**config.mk**
```make
export PLATFORM = sky130hd
export DESIGN_NAME = fb_write_arbiter_flat
export DESIGN_NICKNAME = d
export VERILOG_FILES = /design/src/rtl/fb_write_arbiter_if.sv /design/src/rtl/fb_write_arbiter.sv /design/src/flat_wrapper.sv
export SDC_FILE = /design/constraint.sdc
export NUM_CORES = 1
export LEC_CHECK = 0
export ABC_AREA = 1
export CORE_MARGIN = 1.5
export CORE_UTILIZATION = 50
export CTS_CLUSTER_DIAMETER = 50
export DETAILED_ROUTE_END_ITERATION = 7
export PLACE_DENSITY = 0.81
export SLEW_MARGIN = 20
export SYNTH_ARGS = -nofsm -noshare
export SYNTH_HDL_FRONTEND = slang
export SYNTH_SLANG_ARGS = --single-unit
```
**constraint.sdc**
```tcl
create_clock -name clk -period 2.6 [get_ports clk]
set_clock_uncertainty 0.15 [all_clocks]
set_input_delay 0.52 -clock clk [delete_from_list [all_inputs] [get_ports clk]]
set_output_delay 0.52 -clock clk [all_outputs]
set_load 0.01 [all_outputs]
```
**src/rtl/fb_write_arbiter_if.sv**
```systemverilog
// Framebuffer write-port bundle: requester side (master) and arbiter side (slave).
interface fb_write_arbiter_if #(
  parameter int unsigned NREQ = 3
);
  logic [NREQ-1:0]   req;
  logic [9*NREQ-1:0] req_x;
  logic [8*NREQ-1:0] req_y;
  logic [NREQ-1:0]   req_bit;
  logic [NREQ-1:0]   gnt;
  logic              pause;
  logic              clear_start;
  logic              clear_busy;
  logic              clear_done;
  logic              do_write;
  logic [8:0]        write_x;
  logic [7:0]        write_y;
  logic              write;

  modport master (
    output req, req_x, req_y, req_bit, pause, clear_start,
    input  gnt, clear_busy, clear_done, do_write, write_x, write_y, write
  );

  modport slave (
    input  req, req_x, req_y, req_bit, pause, clear_start,
    output gnt, clear_busy, clear_done, do_write, write_x, write_y, write
  );
endinterface

```
**src/rtl/fb_write_arbiter.sv**
```systemverilog
// Round-robin burst arbiter for the single framebuffer write port, with a built-in
// full-screen clear sequencer. All outputs are registered.
module fb_write_arbiter #(
  parameter int unsigned NREQ      = 3,
  parameter int unsigned MAX_BURST = 256,
  parameter int unsigned FB_W      = 320,
  parameter int unsigned FB_H      = 200
) (
  input logic               clk,
  input logic               rst,
  fb_write_arbiter_if.slave bus
);

  typedef enum logic [1:0] {StIdle, StGrant, StClear} state_e;

  state_e          state_q, state_d;
  logic [NREQ-1:0] gnt_q, gnt_d;
  logic [1:0]      rr_q, rr_d;
  logic [8:0]      cnt_q, cnt_d;
  logic            pend_q, pend_d;
  logic [8:0]      cx_q, cx_d;
  logic [7:0]      cy_q, cy_d;
  logic            dw_q, dw_d;
  logic [8:0]      wx_q, wx_d;
  logic [7:0]      wy_q, wy_d;
  logic            wb_q, wb_d;
  logic            busy_q, busy_d;
  logic            done_q, done_d;

  logic            pick_vld;
  logic [1:0]      pick_idx;
  logic [1:0]      own_idx;
  logic [8:0]      own_x;
  logic [7:0]      own_y;
  logic            own_bit;
  logic            beat;

  // Descending scan so the lowest offset from the rr pointer wins.
  always_comb begin
    pick_vld = 1'b0;
    pick_idx = '0;
    for (int k = int'(NREQ) - 1; k >= 0; k--) begin
      if (bus.req[(int'(rr_q) + k) % int'(NREQ)]) begin
        pick_vld = 1'b1;
        pick_idx = 2'((int'(rr_q) + k) % int'(NREQ));
      end
    end
  end

  always_comb begin
    own_idx = '0;
    own_x   = '0;
    own_y   = '0;
    own_bit = 1'b0;
    for (int i = 0; i < int'(NREQ); i++) begin
      if (gnt_q[i]) begin
        own_idx = 2'(i);
        own_x   = bus.req_x[9*i +: 9];
        own_y   = bus.req_y[8*i +: 8];
        own_bit = bus.req_bit[i];
      end
    end
  end

  assign beat = |(gnt_q & bus.req);

  always_comb begin
    state_d = state_q;
    gnt_d   = gnt_q;
    rr_d    = rr_q;
    cnt_d   = cnt_q;
    pend_d  = pend_q;
    cx_d    = cx_q;
    cy_d    = cy_q;
    dw_d    = 1'b0;
    wx_d    = wx_q;
    wy_d    = wy_q;
    wb_d    = wb_q;
    busy_d  = busy_q;
    done_d  = 1'b0;

    // A clear request arriving during a sweep is absorbed by that sweep.
    if (bus.clear_start && (state_q != StClear)) pend_d = 1'b1;

    unique case (state_q)
      StIdle: begin
        if (!bus.pause) begin
          if (pend_q || bus.clear_start) begin
            state_d = StClear;
            busy_d  = 1'b1;
            cx_d    = '0;
            cy_d    = '0;
          end else if (pick_vld) begin
            state_d         = StGrant;
            gnt_d           = '0;
            gnt_d[pick_idx] = 1'b1;
            cnt_d           = '0;
          end
        end
      end

      StGrant: begin
        if (beat) begin
          dw_d  = 1'b1;
          wx_d  = own_x;
          wy_d  = own_y;
          wb_d  = own_bit;
          cnt_d = cnt_q + 9'd1;
        end
        if (!beat || (cnt_q == 9'(MAX_BURST - 1))) begin
          state_d = StIdle;
          gnt_d   = '0;
          rr_d    = (own_idx == 2'(NREQ - 1)) ? 2'd0 : own_idx + 2'd1;
        end
      end

      StClear: begin
        if (!bus.pause) begin
          dw_d = 1'b1;
          wx_d = cx_q;
          wy_d = cy_q;
          wb_d = 1'b0;
          if (cx_q == 9'(FB_W - 1)) begin
            cx_d = '0;
            if (cy_q == 8'(FB_H - 1)) begin
              cy_d    = '0;
              busy_d  = 1'b0;
              done_d  = 1'b1;
              pend_d  = 1'b0;
              state_d = StIdle;
            end else begin
              cy_d = cy_q + 8'd1;
            end
          end else begin
            cx_d = cx_q + 9'd1;
          end
        end
      end

      default: state_d = StIdle;
    endcase
  end

  always_ff @(posedge clk or posedge rst) begin
    if (rst) begin
      state_q <= StIdle;
      gnt_q   <= '0;
      rr_q    <= '0;
      cnt_q   <= '0;
      pend_q  <= 1'b0;
      cx_q    <= '0;
      cy_q    <= '0;
      dw_q    <= 1'b0;
      wx_q    <= '0;
      wy_q    <= '0;
      wb_q    <= 1'b0;
      busy_q  <= 1'b0;
      done_q  <= 1'b0;
    end else begin
      state_q <= state_d;
      gnt_q   <= gnt_d;
      rr_q    <= rr_d;
      cnt_q   <= cnt_d;
      pend_q  <= pend_d;
      cx_q    <= cx_d;
      cy_q    <= cy_d;
      dw_q    <= dw_d;
      wx_q    <= wx_d;
      wy_q    <= wy_d;
      wb_q    <= wb_d;
      busy_q  <= busy_d;
      done_q  <= done_d;
    end
  end

  assign bus.gnt        = gnt_q;
  assign bus.do_write   = dw_q;
  assign bus.write_x    = wx_q;
  assign bus.write_y    = wy_q;
  assign bus.write      = wb_q;
  assign bus.clear_busy = busy_q;
  assign bus.clear_done = done_q;

endmodule

```
**src/flat_wrapper.sv**
```systemverilog
// flat-port wrapper written by rule: the top's interface ports become plain ports
module fb_write_arbiter_flat 
#(
  parameter int unsigned NREQ      = 3,
  parameter int unsigned MAX_BURST = 256,
  parameter int unsigned FB_W      = 320,
  parameter int unsigned FB_H      = 200
)
  (clk, rst, bus_req, bus_req_x, bus_req_y, bus_req_bit, bus_pause, bus_clear_start, bus_gnt, bus_clear_busy, bus_clear_done, bus_do_write, bus_write_x, bus_write_y, bus_write);
  fb_write_arbiter_if #(.NREQ(NREQ)) bus_i ();
  input logic clk;
  input logic rst;
  input wire logic [$bits(bus_i.req)-1:0] bus_req;
  input wire logic [$bits(bus_i.req_x)-1:0] bus_req_x;
  input wire logic [$bits(bus_i.req_y)-1:0] bus_req_y;
  input wire logic [$bits(bus_i.req_bit)-1:0] bus_req_bit;
  input wire logic [$bits(bus_i.pause)-1:0] bus_pause;
  input wire logic [$bits(bus_i.clear_start)-1:0] bus_clear_start;
  output wire logic [$bits(bus_i.gnt)-1:0] bus_gnt;
  output wire logic [$bits(bus_i.clear_busy)-1:0] bus_clear_busy;
  output wire logic [$bits(bus_i.clear_done)-1:0] bus_clear_done;
  output wire logic [$bits(bus_i.do_write)-1:0] bus_do_write;
  output wire logic [$bits(bus_i.write_x)-1:0] bus_write_x;
  output wire logic [$bits(bus_i.write_y)-1:0] bus_write_y;
  output wire logic [$bits(bus_i.write)-1:0] bus_write;
  assign bus_i.req = bus_req;
  assign bus_i.req_x = bus_req_x;
  assign bus_i.req_y = bus_req_y;
  assign bus_i.req_bit = bus_req_bit;
  assign bus_i.pause = bus_pause;
  assign bus_i.clear_start = bus_clear_start;
  assign bus_gnt = bus_i.gnt;
  assign bus_clear_busy = bus_i.clear_busy;
  assign bus_clear_done = bus_i.clear_done;
  assign bus_do_write = bus_i.do_write;
  assign bus_write_x = bus_i.write_x;
  assign bus_write_y = bus_i.write_y;
  assign bus_write = bus_i.write;
  fb_write_arbiter #(.NREQ(NREQ), .MAX_BURST(MAX_BURST), .FB_W(FB_W), .FB_H(FB_H)) u_core (.clk(clk), .rst(rst), .bus(bus_i));
endmodule
```
# Word level (Yosys, flattened, before mapping)
# Index checks and enable logic that the tools add are counted.
[word_totals]
inputBits = 61
word_cells = 148
register_bits = 55
[classes]
order_cmp = 5
n_div = 3
add_sub_neg = 6
n_eq_ne = 17
reduce_logical = 18
mux = 85
bitwise_logic = 1
[op_table]
columns = ["op", "count"]
rows = [
  ["2-to-1 mux 9 bit", 13],
  ["less-than comparator 32 x 4 -> 1 bit (second input constant)", 3],
  ["2-to-1 mux 8 bit", 10],
  ["remainder unit 32 x 3 -> 32 bit (second input constant)", 2],
  ["one-hot mux 9 bit (2 select lines)", 3],
  ["remainder unit 3 x 3 -> 32 bit (second input constant)", 1],
  ["2-to-1 mux 1 bit", 32],
  ["one-hot mux 8 bit (2 select lines)", 2],
  ["2-to-1 mux 2 bit", 12],
  ["adder 9 x 1 -> 9 bit (second input constant)", 2],
  ["AND reduction 5 bit", 3],
  ["2-to-1 mux 3 bit", 4],
  ["inequality test 2 x 1 -> 1 bit (second input constant)", 6],
  ["AND reduction 6 bit", 2],
  ["== test 9 x 8 -> 1 bit (second input constant)", 1],
  ["== test 9 bit (second input constant)", 1],
  ["adder 8 x 1 -> 8 bit (second input constant)", 1],
  ["== test 8 bit (second input constant)", 1],
  ["inequality test 2 bit (second input constant)", 4],
  ["binary-select mux 1 bit (select 2 bit)", 3],
  ["one-hot mux 1 bit (2 select lines)", 3],
  ["one-hot mux 2 bit (3 select lines)", 1],
  ["one-hot mux 3 bit (2 select lines)", 1],
  ["nonzero test 2 bit", 3],
  ["other kinds (18)", 21],
]

# Longest topological paths before layout
[logic_depth]
depth_word = 16
mapped_depth = 13
mapped_depth_nobuf = 13

# Worst setup path after synthesis
# No wires, ideal clock.
[synth_timing]
kind = "register -> register"
from = "register u_core.cnt_q[0]"
to = "register u_core.state_q[1]"
synth_period_minus_slack_ps = 1865
path_buffers = 0
t_arrival_ps = 1598
stages_incl_launch_ff = 14
required_ps = 2333
setup_time_ps = 117
path_slack_ps = 735
path_cell_list = "dfrtp_1 > ha_1 > nand3_1 > nor2_1 > nand3_1 > nor2_1 > ha_1 > inv_1 > nand3_1 > nand3_1 > nor2_2 > o21ai_1 > nand2_1 > nand2_1"
[synth_via]
elab_chain_len = 4
[synth_rtl]
columns = ["item", "line", "text"]
rows = [
  ["start: declaration", "fb_write_arbiter.sv:19", "logic [8:0] cnt_q, cnt_d;"],
  ["start signal: assignment", "fb_write_arbiter.sv:163", "cnt_q <= cnt_d;"],
  ["== test 9 x 8 -> 1 bit", "fb_write_arbiter.sv:110", "if (!beat || (cnt_q == 9'(MAX_BURST - 1))) begin"],
  ["logical OR 1 bit", "fb_write_arbiter.sv:110", ""],
  ["inequality test 2 x 1 -> 1 bit (no line)", "n/a", ""],
  ["AND reduction 6 bit (no line)", "n/a", ""],
  ["end signal: assignment", "fb_write_arbiter.sv:146", "state_q <= StIdle;"],
  ["end signal: assignment", "fb_write_arbiter.sv:160", "state_q <= state_d;"],
  ["end: declaration", "fb_write_arbiter.sv:16", "state_e state_q, state_d;"],
]
# No other way between the ends.
# A chain may end at the register's enable or synchronous reset.

# Worst setup path in the final report
# Same ends and word-level chain as after synthesis.

==> out/qor.yml <==
timing:
  finalMaxSlewViolations: 0
  slew_headroom_pct: 61.8
  finalHoldViolCount: 0
  setup_tns_ns: 0
  period_share_pct: 84.6
  worst_pin_slew_ns: 0.573
  fin_crit_ns: 2.20
  grt_setup_unrepaired: "false"
  setup_viol: 0
  fmax_mhz: 455
placed_design:
  gp_congestion: 0.902
  dp_hpwl_um: 6710
  portBuffers: 84
setup_path:
  worstPathArrival_ns: 2.25
  critPathKind: "reg -> reg"
  crit_path_max_fanout: 4
  crit_required_ns: 2.65
  cpPeakStageDelay_ns: 0.41
  path_common_cell: "nand3_1"
  start_kind: "register"
  end_kind: "register"
  cp_cell_sequence: "ha_1, nand3_1, nor2_1, nand3_1, nor2_1, ha_1, inv_1, nand3_1, nand3_1, nor2_2, o21ai_1, nand2_1, nand2_1"
  slowest_stage: "dfrtp_1"
logic_synthesis:
  yosys.cell_count.top_type: "nand2_1"
  netlist_top_cells_area: "dfrtp_1 (39%), nand2_1 (14%), nand3_1 (5.8%), inv_1 (4.0%), ha_1 (3.9%)"
  synthTopCellsByCount: "nand2_1 (132), dfrtp_1 (55), nand3_1 (41)"
  synth_fp_nets: 535
  syn_area_per_cell_um2: 7.59
  yosys.area.top_type_share_pct: 39.2
  synth.distinct_cells: 40
  ys.flop_type: "dfrtp_1"
  syn_area_um2: 3510
  async_flop_share_pct: 100
  ys_warn_count: 0
  synthCells: 463
  ys_ff_latch: 55
  yosysTopAreaCell: "dfrtp_1"
  synth_edf_count: 0
  ys_seq_area_share_pct: 39.2
drt:
  drc: 0
  dr.first_iter.drc_count: 256
  post_drt_wl_per_cell_um: 13.8
  vias: 3433
  routed_wl_um: 8840
  vias_per_cell: 5.36
  ant_nets: 0
  drt-pass1-iter-count: 5
global_routing:
  grt_max_degree: 38
  grt_pass1_vias: 3105
  grt_usage_pct: 23.7
  grt_pass1_wl_um: 14200
  overflow: 0
  antenna_found_initial: 0
floorplan:
  ios: 85
  core_area_um2: 6790
  row_count: 30
  initial_core_util_pct: 51.7
  die_h_um: 86.8
  die_w_um: 86.8
  die_area_um2: 7540
finish:
  area_delta_synth_final_pct: 29.2
  multi_input_area_um2: 1870
  final_nets: 616
  drive_gt1_share_pct: 11.9
  final_core_util_pct: 66.8
  ff_latch_area_um2: 1380
  diodes: 0
  n_fill_cell: 551
clock_tree:
  htree_levels: 2
  clk_pin_slew_ns: 0.10
  ctsResizeCount: 0
  clk_latency_ns: 0.31
  post_cts_buffers: 0
  ctsHoldBuffers: 0
  clock_sinks: 55
  clockRootBuffer: "clkbuf_8"
  numCtsBuffers: 5
  cts_buffer_depth: 2
  cts_tree: "built"
worst_hold_path:
  hp-class: "reg -> reg"
pwr:
  powerDensity_nw_per_um2: 909
  p_leak_nw: 1.96
  vdd_ir_drop_max_uv: 537
run_status:
  status: "finished, final reports clean"
flow_run:
  cap_viol_max_count: 0
## final cells by class
type	instances	share of cell area [%]
Inverter	41	3.39
Clock inverter	1	0.662
Sequential cell	55	30.3
Tap cell	96	2.65
Multi-Input combinational cell	350	41.1
Clock buffer	6	1.60
Timing Repair Buffer	91	20.2
## cells by family (layout without fill, tap and decap cells)
family,count (synthesis),in the layout,share of synthesized area [%]
flops,55,55,39.2
fa+ha+maj,11,11,3.92
simple gates,242,242,32.8
compound gates,95,95,15.9
xor+xnor,2,2,0.499
buf+inv,58,139,7.66
## registers in the layout, indices dropped and copies added, names as in the netlist
name / flops
u_core.cnt_q: 9
u_core.bus.write_y: 8
u_core.bus.gnt: 3
u_core.bus.do_write: 1
u_core.rr_q: 2
u_core.bus.clear_done: 1
u_core.bus.write: 1
u_core.state_q: 2
u_core.cx_q: 9
u_core.bus.write_x: 9
u_core.pend_q: 1
u_core.bus.clear_busy: 1
u_core.cy_q: 8
## power breakdown
group | leakage [nW] | total (mW) | internal (mW) | switching (mW)
clock network | 0.0513 | 0.549 | 0.283 | 0.267
registers | 0.711 | 1.35 | 1.12 | 0.233
logic | 1.20 | 2.22 | 0.939 | 1.29
total | 1.96 | 4.12 | 2.34 | 1.79
## critical path: cells and delay by family, from the launching register on
family,cells,cell delay (ns)
buffers and inverters,1,0.05
and+or+nand+nor,9,1.02
DFF,1,0.41
AOI/OAI and AO/OA,1,0.10
adders and majority gates,2,0.36
## worst paths after layout
check / slack [ns] / startpoint / end / depth (start not counted)
max: 0.40 / u_core.cnt_q[0] / u_core.state_q[1] / 13
min: 0.34 / u_core.bus.write_y[0] / u_core.bus.write_y[0] / 2
max reg2reg: 0.40 / u_core.cnt_q[0] / u_core.state_q[1] / 13
min reg2reg: 0.34 / u_core.bus.write_y[0] / u_core.bus.write_y[0] / 2
max in group asynchronous: 1.38 / rst / u_core.bus.clear_busy / 3
min in group asynchronous: 0.38 / rst / u_core.rr_q[1] / 2
## through the flow
step	hold slack (ns)	setup slack, ns	area, um^2	power (mW)	instances
floorplan	0.311	0.587	3510	2.83	463
global placement	0.316	0.372	4440	3.50	633
detailed placement	0.323	0.316	4440	3.57	633
CTS	0.347	0.390	4540	4.13	640
global route	0.368	0.112	4540	4.45	640
finish	0.344	0.400	4540	4.12	640
## layout by cell type, fill, tap and decap left out, drive strengths merged
| master | netlist | final |
|---|---|---|
| nand3 | 44 | 44 |
| xor2 | 2 | 2 |
| or2 | 3 | 3 |
| bufinv | 0 | 1 |
| nor3b | 1 | 1 |
| nand3b | 6 | 6 |
| a21o | 1 | 1 |
| nor3 | 8 | 8 |
| clkbuf | 1 | 6 |
| a21boi | 1 | 1 |
| dfrtp | 55 | 55 |
| nor2 | 24 | 24 |
| nand4 | 9 | 9 |
| o21ai | 62 | 62 |
| nor4 | 1 | 1 |
| inv | 41 | 41 |
| o21a | 1 | 1 |
| o22ai | 2 | 2 |
| o31ai | 1 | 1 |
| buf | 16 | 7 |
| ha | 11 | 11 |
| clkdlybuf4s50 | 0 | 84 |
| a21oi | 26 | 26 |
| a31o | 1 | 1 |
| and3 | 1 | 1 |
| nand2 | 145 | 145 |
## per-layer routing
| layer | routed length [um] | GRT usage, % | up-vias |
|---|---|---|---|
| li1 | - | - | 1692 |
| met1 | 4150 | 32.1 | 1619 |
| met2 | 4100 | 39.0 | 115 |
| met3 | 497 | 4.00 | 7 |
| met4 | 87 | 6.89 | 0 |
| met5 | 0 | 0 | - |
(Power assumes the default switching activity.)
